--- src/rtl/audio_dac_streamer.sv ---
// FIFO-buffered I2S / left-justified stereo DAC serializer driven by codec-mastered BCLK/LRCK.
// Optional underrun counter (underrun_clr, underrun_count) is built when AUDIO_DAC_UNDERRUN_CNT_EN is defined.
module audio_dac_streamer #(
  parameter int unsigned SAMPLE_WIDTH = 16,
  parameter int unsigned SLOT_WIDTH   = 32,
  parameter int unsigned FIFO_DEPTH   = 64,
  parameter int unsigned I2S_MODE     = 1
) (
  input  logic                          clk,
  input  logic                          reset,
  input  logic                          enable,
  input  logic                          s_valid,
  output logic                          s_ready,
  input  logic [SAMPLE_WIDTH-1:0]       s_left,
  input  logic [SAMPLE_WIDTH-1:0]       s_right,
  input  logic                          bclk_in,
  input  logic                          lrck_in,
  output logic                          dacdat,
  output logic [$clog2(FIFO_DEPTH):0]   fifo_level,
  output logic                          underrun
`ifdef AUDIO_DAC_UNDERRUN_CNT_EN
  ,
  input  logic                          underrun_clr,
  output logic [15:0]                   underrun_count
`endif
);

  localparam int unsigned AW = $clog2(FIFO_DEPTH);
  localparam int unsigned LW = AW + 1;
  localparam int unsigned CW = $clog2(SLOT_WIDTH + 1);
  localparam int unsigned IW = $clog2(SAMPLE_WIDTH);

  typedef struct packed {
    logic [SAMPLE_WIDTH-1:0] left;
    logic [SAMPLE_WIDTH-1:0] right;
  } frame_t;

  typedef enum logic {IDLE = 1'b0, RUN = 1'b1} state_t;

  state_t                  state, next_state;
  logic [1:0]              bclk_sync, lrck_sync;
  logic                    bclk_prev, lrck_last;
  logic                    bclk_fall, lrck_s, lrck_edge, left_start;
  frame_t                  mem [FIFO_DEPTH];
  frame_t                  head;
  logic [AW-1:0]           wr_ptr, rd_ptr;
  logic [LW-1:0]           level_next;
  logic                    push, pop, empty;
  logic                    load_frame, underrun_c;
  logic [CW-1:0]           bit_cnt, cnt_now;
  logic [SAMPLE_WIDTH-1:0] left_sr, right_sr, left_now, right_now, sample;
  logic                    bit_c;
  int                      pos;

  // Codec clocks are asynchronous: two-flop synchronisers plus a BCLK history flop.
  always_ff @(posedge clk or posedge reset) begin
    if (reset) begin
      bclk_sync <= '0;
      lrck_sync <= '0;
      bclk_prev <= 1'b0;
      lrck_last <= 1'b0;
    end else begin
      bclk_sync <= {bclk_sync[0], bclk_in};
      lrck_sync <= {lrck_sync[0], lrck_in};
      bclk_prev <= bclk_sync[1];
      if (bclk_fall) lrck_last <= lrck_s;
    end
  end

  assign bclk_fall  = bclk_prev & ~bclk_sync[1];
  assign lrck_s     = lrck_sync[1];
  assign lrck_edge  = bclk_fall & (lrck_s ^ lrck_last);
  assign left_start = lrck_edge & ~lrck_s;

  assign push  = s_valid & s_ready;
  assign empty = (fifo_level == '0);
  assign pop   = load_frame & ~empty;
  assign head  = mem[rd_ptr];

  always_ff @(posedge clk) begin
    if (push) mem[wr_ptr] <= {s_left, s_right};
  end

  always_comb begin
    level_next = fifo_level;
    case ({push, pop})
      2'b10:   level_next = fifo_level + LW'(1);
      2'b01:   level_next = fifo_level - LW'(1);
      default: level_next = fifo_level;
    endcase
  end

  always_ff @(posedge clk or posedge reset) begin
    if (reset) begin
      wr_ptr     <= '0;
      rd_ptr     <= '0;
      fifo_level <= '0;
      s_ready    <= 1'b0;
    end else begin
      if (push) wr_ptr <= wr_ptr + AW'(1);
      if (pop)  rd_ptr <= rd_ptr + AW'(1);
      fifo_level <= level_next;
      s_ready    <= (level_next != LW'(FIFO_DEPTH));
    end
  end

  always_ff @(posedge clk or posedge reset) begin
    if (reset) state <= IDLE;
    else       state <= next_state;
  end

  // Frame decisions are taken only at a left-channel start.
  always_comb begin
    next_state = state;
    load_frame = 1'b0;
    underrun_c = 1'b0;
    if (left_start) begin
      if (enable) begin
        next_state = RUN;
        load_frame = 1'b1;
        underrun_c = empty;
      end else begin
        next_state = IDLE;
      end
    end
  end

  // Slot bit position; a new frame's MSB must be usable on the very edge it loads.
  always_comb begin
    cnt_now = bit_cnt;
    if (lrck_edge)                          cnt_now = '0;
    else if (bit_cnt != CW'(SLOT_WIDTH))    cnt_now = bit_cnt + CW'(1);
    left_now  = left_sr;
    right_now = right_sr;
    if (pop) begin
      left_now  = head.left;
      right_now = head.right;
    end else if (load_frame) begin
      left_now  = '0;
      right_now = '0;
    end
    sample = lrck_s ? right_now : left_now;
    pos    = int'(cnt_now) - int'(I2S_MODE);
    bit_c  = 1'b0;
    if (next_state == RUN && pos >= 0 && pos < int'(SAMPLE_WIDTH))
      bit_c = sample[IW'(int'(SAMPLE_WIDTH) - 1 - pos)];
  end

  always_ff @(posedge clk or posedge reset) begin
    if (reset) begin
      bit_cnt  <= '0;
      left_sr  <= '0;
      right_sr <= '0;
      dacdat   <= 1'b0;
      underrun <= 1'b0;
    end else begin
      underrun <= underrun_c;
      if (bclk_fall) begin
        bit_cnt <= cnt_now;
        dacdat  <= bit_c;
      end
      if (load_frame) begin
        left_sr  <= left_now;
        right_sr <= right_now;
      end
    end
  end

`ifdef AUDIO_DAC_UNDERRUN_CNT_EN
  // Counts registered underrun pulses; a clear coinciding with a pulse keeps that pulse.
  always_ff @(posedge clk or posedge reset) begin
    if (reset)
      underrun_count <= '0;
    else if (underrun_clr)
      underrun_count <= underrun ? 16'd1 : 16'd0;
    else if (underrun && underrun_count != 16'hFFFF)
      underrun_count <= underrun_count + 16'd1;
  end
`endif

endmodule

--- config.mk ---
export PLATFORM = sky130hd
export DESIGN_NAME = audio_dac_streamer
export DESIGN_NICKNAME = d
export VERILOG_FILES = /design/src/rtl/audio_dac_streamer.sv
export SDC_FILE = /design/constraint.sdc
export NUM_CORES = 2
export LEC_CHECK = 0
export CAP_MARGIN = 5
export CORE_ASPECT_RATIO = 0.7
export CORE_MARGIN = 10
export CORE_UTILIZATION = 25
export CTS_BUF_LIST = sky130_fd_sc_hd__clkbuf_2
export DETAILED_ROUTE_END_ITERATION = 12
export DONT_BUFFER_PORTS = 1
export SYNTH_ARGS = -nofsm -noshare
export SYNTH_HDL_FRONTEND = slang
export SYNTH_SLANG_ARGS = --single-unit
--- constraint.sdc ---
create_clock -name clk -period 12.9 [get_ports clk]
set_clock_uncertainty 0.05 [all_clocks]
set_input_delay 2.58 -clock clk [delete_from_list [all_inputs] [get_ports clk]]
set_output_delay 2.58 -clock clk [all_outputs]
set_load 0.03 [all_outputs]
==> results.toml <==
[run_status]
result_of_the_run = "finished, final reports clean"

[route]
detailedRoute.firstPassIterationCount = 6
drc = 0
detail_route.iter0.violations = 7062
wirelength_um = 244000
dr_total_vias = 43400
routed_wire_length_per_instance_um = 27.5
post_detailed_route_via_to_cell_ratio = 4.88
detail-route-antenna-nets = 0

[cells_and_area]
drive_gt1_share_pct = 30.4
area_growth_syn_to_layout_pct = 11.3
number_of_non_filler_instances_in_the_completed_layout = 8891
num-nets-final = 4280

[setup_path]
critPathMostFrequentCell = "sky130_fd_sc_hd__buf_4"
path_buf_inv = 3
slowest_stage = "sky130_fd_sc_hd__dfrtp_4"
timing.critical_path.max_delay_family = "buffers and inverters"
worstReg2RegStart = "rd_ptr[0]$_DFFE_PP0N_"
slowest_delay_ns = 0.98
worst_ep_arrival_time_ns = 7.42
crit_type = "reg2reg"
ff2ff_path_depth = 11
worstSetupStartpoint = "rd_ptr[0]$_DFFE_PP0N_"
crit_path_cell_trace = "buf_12, buf_4, buf_4, mux4_2, nand2_1, nand3_1, a221oi_1, o31a_1, o21ai_0, a21o_1, o311a_1"
required_ns = 14.38
worstPathMaxFanout = 96
worst_setup_path_end_kind = "flip-flop"
timing.rr.end = "dacdat$_DFFE_PP0P_"
worstSetupStartpointType = "flip-flop"
ff2ff_setup_slack_ns = 6.96

[sta]
setup_ws_ns = 6.96
timing.slew.headroom_pct = 14.3
final_slew_violations = 0
timing.final.crit_share_pct = 46.0
whs_ns = 0.227
final.min_clock_period_ns = 5.94
timing.final.hold_violations = 0
finalSetupViolCount = 0
setup_tns_ns = 0
achievable-frequency_mhz = 168
worst_pin_slew_ns = 1.29
rsz0062_at_grt = "false"

[hold_path]
holdPathStages = 0
min_path_type = "reg2reg"
hold_path_startpoint = "lrck_sync[0]$_DFF_PP0_"
min_delay_worst_endpoint = "lrck_sync[1]$_DFF_PP0_"

[placement]
placedCellCount = 8159
port_buffers = 0
dp_hpwl_um = 137000
placer_congestion = 0.879
dp_worst_setup_slack_ns = 6.00

[power]
combinationalPowerShare_pct = 30.7
vdd_ir_drop_max_v = 0.000138
powerDensity_nw_per_um2 = 189
total_power_mw = 17.4
power.share.clock_pct = 22.7
total_switching_power_mw = 6.06
p_leak_nw = 28.6
power_switching_share_pct = 34.9
intPower_mw = 11.3
seq_power_share_pct = 46.6

[clock_tree]
cts-hold-fix-buffers = 0
postCtsSetupBuffers = 0
cts_max_level = 5
cts.path.max_buffers = 4
clk_root_buffer_cell = "sky130_fd_sc_hd__clkbuf_2"
clkSinkCount = 2115
clk_transition_reported_paths_ns = 0.14
ctsResizeCount = 0
cts_buffers = 433
clock_latency_on_the_worst_skew_pair_ns = 1.68
tritoncts = "done"

[synth]
syn_area_um2 = 82300
netlist_instances = 3889
synth_sequential_area_ratio_pct = 76.8
async_reset_ff_share_pct = 3.17
postSynth.topFlopCell = "sky130_fd_sc_hd__edfxtp_1"
synth_area_per_cell_um2 = 21.2
synth_nets = 3936
synth_cell_types = 83
synth_seq_cells = 2115
synthesis.yosys.warnings = 0
synth_enable_flop_cells = 2048

[job]
max_cap_viols = 0

[floorplanning]
io_pins = 48
placement_rows = 176
fp.dieW_um = 706
dieHeight_um = 500
core_area_um2 = 328000
floorplan.die_area_um2 = 353000
start_util_pct = 25.1

[global_routing]
grt_antenna_before_repair = 17
grt-ovfl-total = 0
grt_pass1_wl_um = 337000
track_usage_pct = 13.3
grt_start_max_net_pins = 120
via_count_of_the_first_global_routing_pass = 42500
synth_stat cells, drive strengths merged (8+ instances only):
cell	n	area, um^2
nand3	50	255
ha	9	113
a211oi	10	75.1
o21ai	51	255
a22oi	56	420
clkbuf	63	236
nand2b	15	93.8
o221ai	9	78.8
nand2	195	732
a32o	10	100
o22ai	24	156
a21oi	60	300
xor2	9	78.8
nor3	22	110
a22o	11	96.3
inv	14	52.6
nor2	122	458
xnor2	17	149
nand4	14	87.6
dfrtp	67	1680
mux4	474	10700
mux2	25	282
a31oi	17	106
and3	13	81.3
o2111ai	8	70.1
a221oi	22	193
buf	159	1150
edfxtp	2048	61500
nor2b	16	100
mux2i	162	1620
final cells by class:
cell class | count | area [um^2]
Sequential cell | 2115 | 63200
Fill cell | 32500 | 237000
Timing Repair Buffer | 131 | 1060
Antenna cell | 21 | 52.6
Clock inverter | 86 | 479
Inverter | 17 | 71.3
Clock buffer | 625 | 3130
Multi-Input combinational cell | 1535 | 18200
Tap cell | 4361 | 5460
stage by stage:
stage / instance area (um^2) / util (%)
final: 91600 / 27.9
after global routing: 91600 / 27.9
after CTS: 91500 / 27.9
after detailed placement: 87900 / 26.8
after global placement: 87900 / 26.8
after floorplan: 82300 / -
cell usage in the layout, fill, tap and decap left out, types with 7 or more instances in the layout:
cell	n
sky130_fd_sc_hd__o2111ai_1	8
sky130_fd_sc_hd__nand2_1	195
sky130_fd_sc_hd__nand3_1	48
sky130_fd_sc_hd__dfrtp_1	61
sky130_fd_sc_hd__a21oi_1	60
sky130_fd_sc_hd__o22ai_1	23
sky130_fd_sc_hd__inv_2	11
sky130_fd_sc_hd__nor2b_1	15
sky130_fd_sc_hd__mux4_2	471
sky130_fd_sc_hd__xnor2_1	17
sky130_fd_sc_hd__a22oi_1	56
sky130_fd_sc_hd__a32o_1	10
sky130_fd_sc_hd__nand2b_1	14
sky130_fd_sc_hd__buf_4	125
sky130_fd_sc_hd__clkinv_1	63
sky130_fd_sc_hd__mux2_2	25
sky130_fd_sc_hd__nor3_1	22
sky130_fd_sc_hd__clkbuf_2	625
sky130_fd_sc_hd__nand4_1	14
sky130_fd_sc_hd__o21ai_0	46
sky130_fd_sc_hd__and3_1	13
sky130_fd_sc_hd__ha_1	9
sky130_fd_sc_hd__inv_1	11
sky130_fd_sc_hd__a31oi_1	17
sky130_fd_sc_hd__mux2i_1	162
sky130_fd_sc_hd__edfxtp_1	2048
sky130_fd_sc_hd__o221ai_1	9
sky130_fd_sc_hd__nor2_1	58
sky130_fd_sc_hd__a211oi_1	10
sky130_fd_sc_hd__nor2_4	64
sky130_fd_sc_hd__xor2_1	9
sky130_fd_sc_hd__clkinv_2	7
sky130_fd_sc_hd__a221oi_1	22
sky130_fd_sc_hd__a22o_1	11
sky130_fd_sc_hd__diode_2	21
registers in the layout (all words and copies together) (netlist names):
signal      flops
left_sr        16
dacdat          1
wr_ptr          6
right_sr       16
bclk_sync       2
s_ready         1
state           1
mem          2048
bclk_prev       1
bit_cnt         6
lrck_last       1
rd_ptr          6
fifo_level      7
underrun        1
lrck_sync       2
cell families (layout without fill, tap and decap cells):
logic type,Yosys count,count (layout),synth area share (%)
flip-flops,2115,2115,76.8
multiplexers,661,661,15.3
AND/OR/NAND/NOR,498,498,2.81
AO/OA/AOI/OAI,341,341,2.93
buffers and inverters,239,859,1.77
XOR/XNOR,26,26,0.277
adder cells (fa/ha/maj),9,9,0.137
other,0,21,0
worst max path at each step:
stage | end | slack [ns] | depth (start not counted)
global route | dacdat$_DFFE_PP0P_ | 6.65 | 12
CTS | dacdat$_DFFE_PP0P_ | 6.95 | 12
floorplan | s_ready$_DFF_PP0_ | 6.18 | 19
finish | dacdat$_DFFE_PP0P_ | 6.96 | 11
detailed placement | s_ready$_DFF_PP0_ | 6.00 | 16
global placement | s_ready$_DFF_PP0_ | 5.99 | 16
routing by layer:
layer	track usage, %	wire [um]	up-vias
met5	0	369	-
met4	3.02	4490	10
met3	5.02	35200	333
met2	18.0	99600	2867
met1	19.8	105000	23100
li1	-	-	17100
power by group through the flow:
stage	sequential, mW	clock [mW]	combinational [mW]
final	8.08	3.94	5.33
after global routing	8.11	4.39	5.55
after CTS	8.08	4.02	5.28
after detailed placement	8.24	0	5.27
after global placement	8.22	0	5.25
after floorplan	8.08	0	3.60
Note: power is estimated with default switching activity, not from simulation.
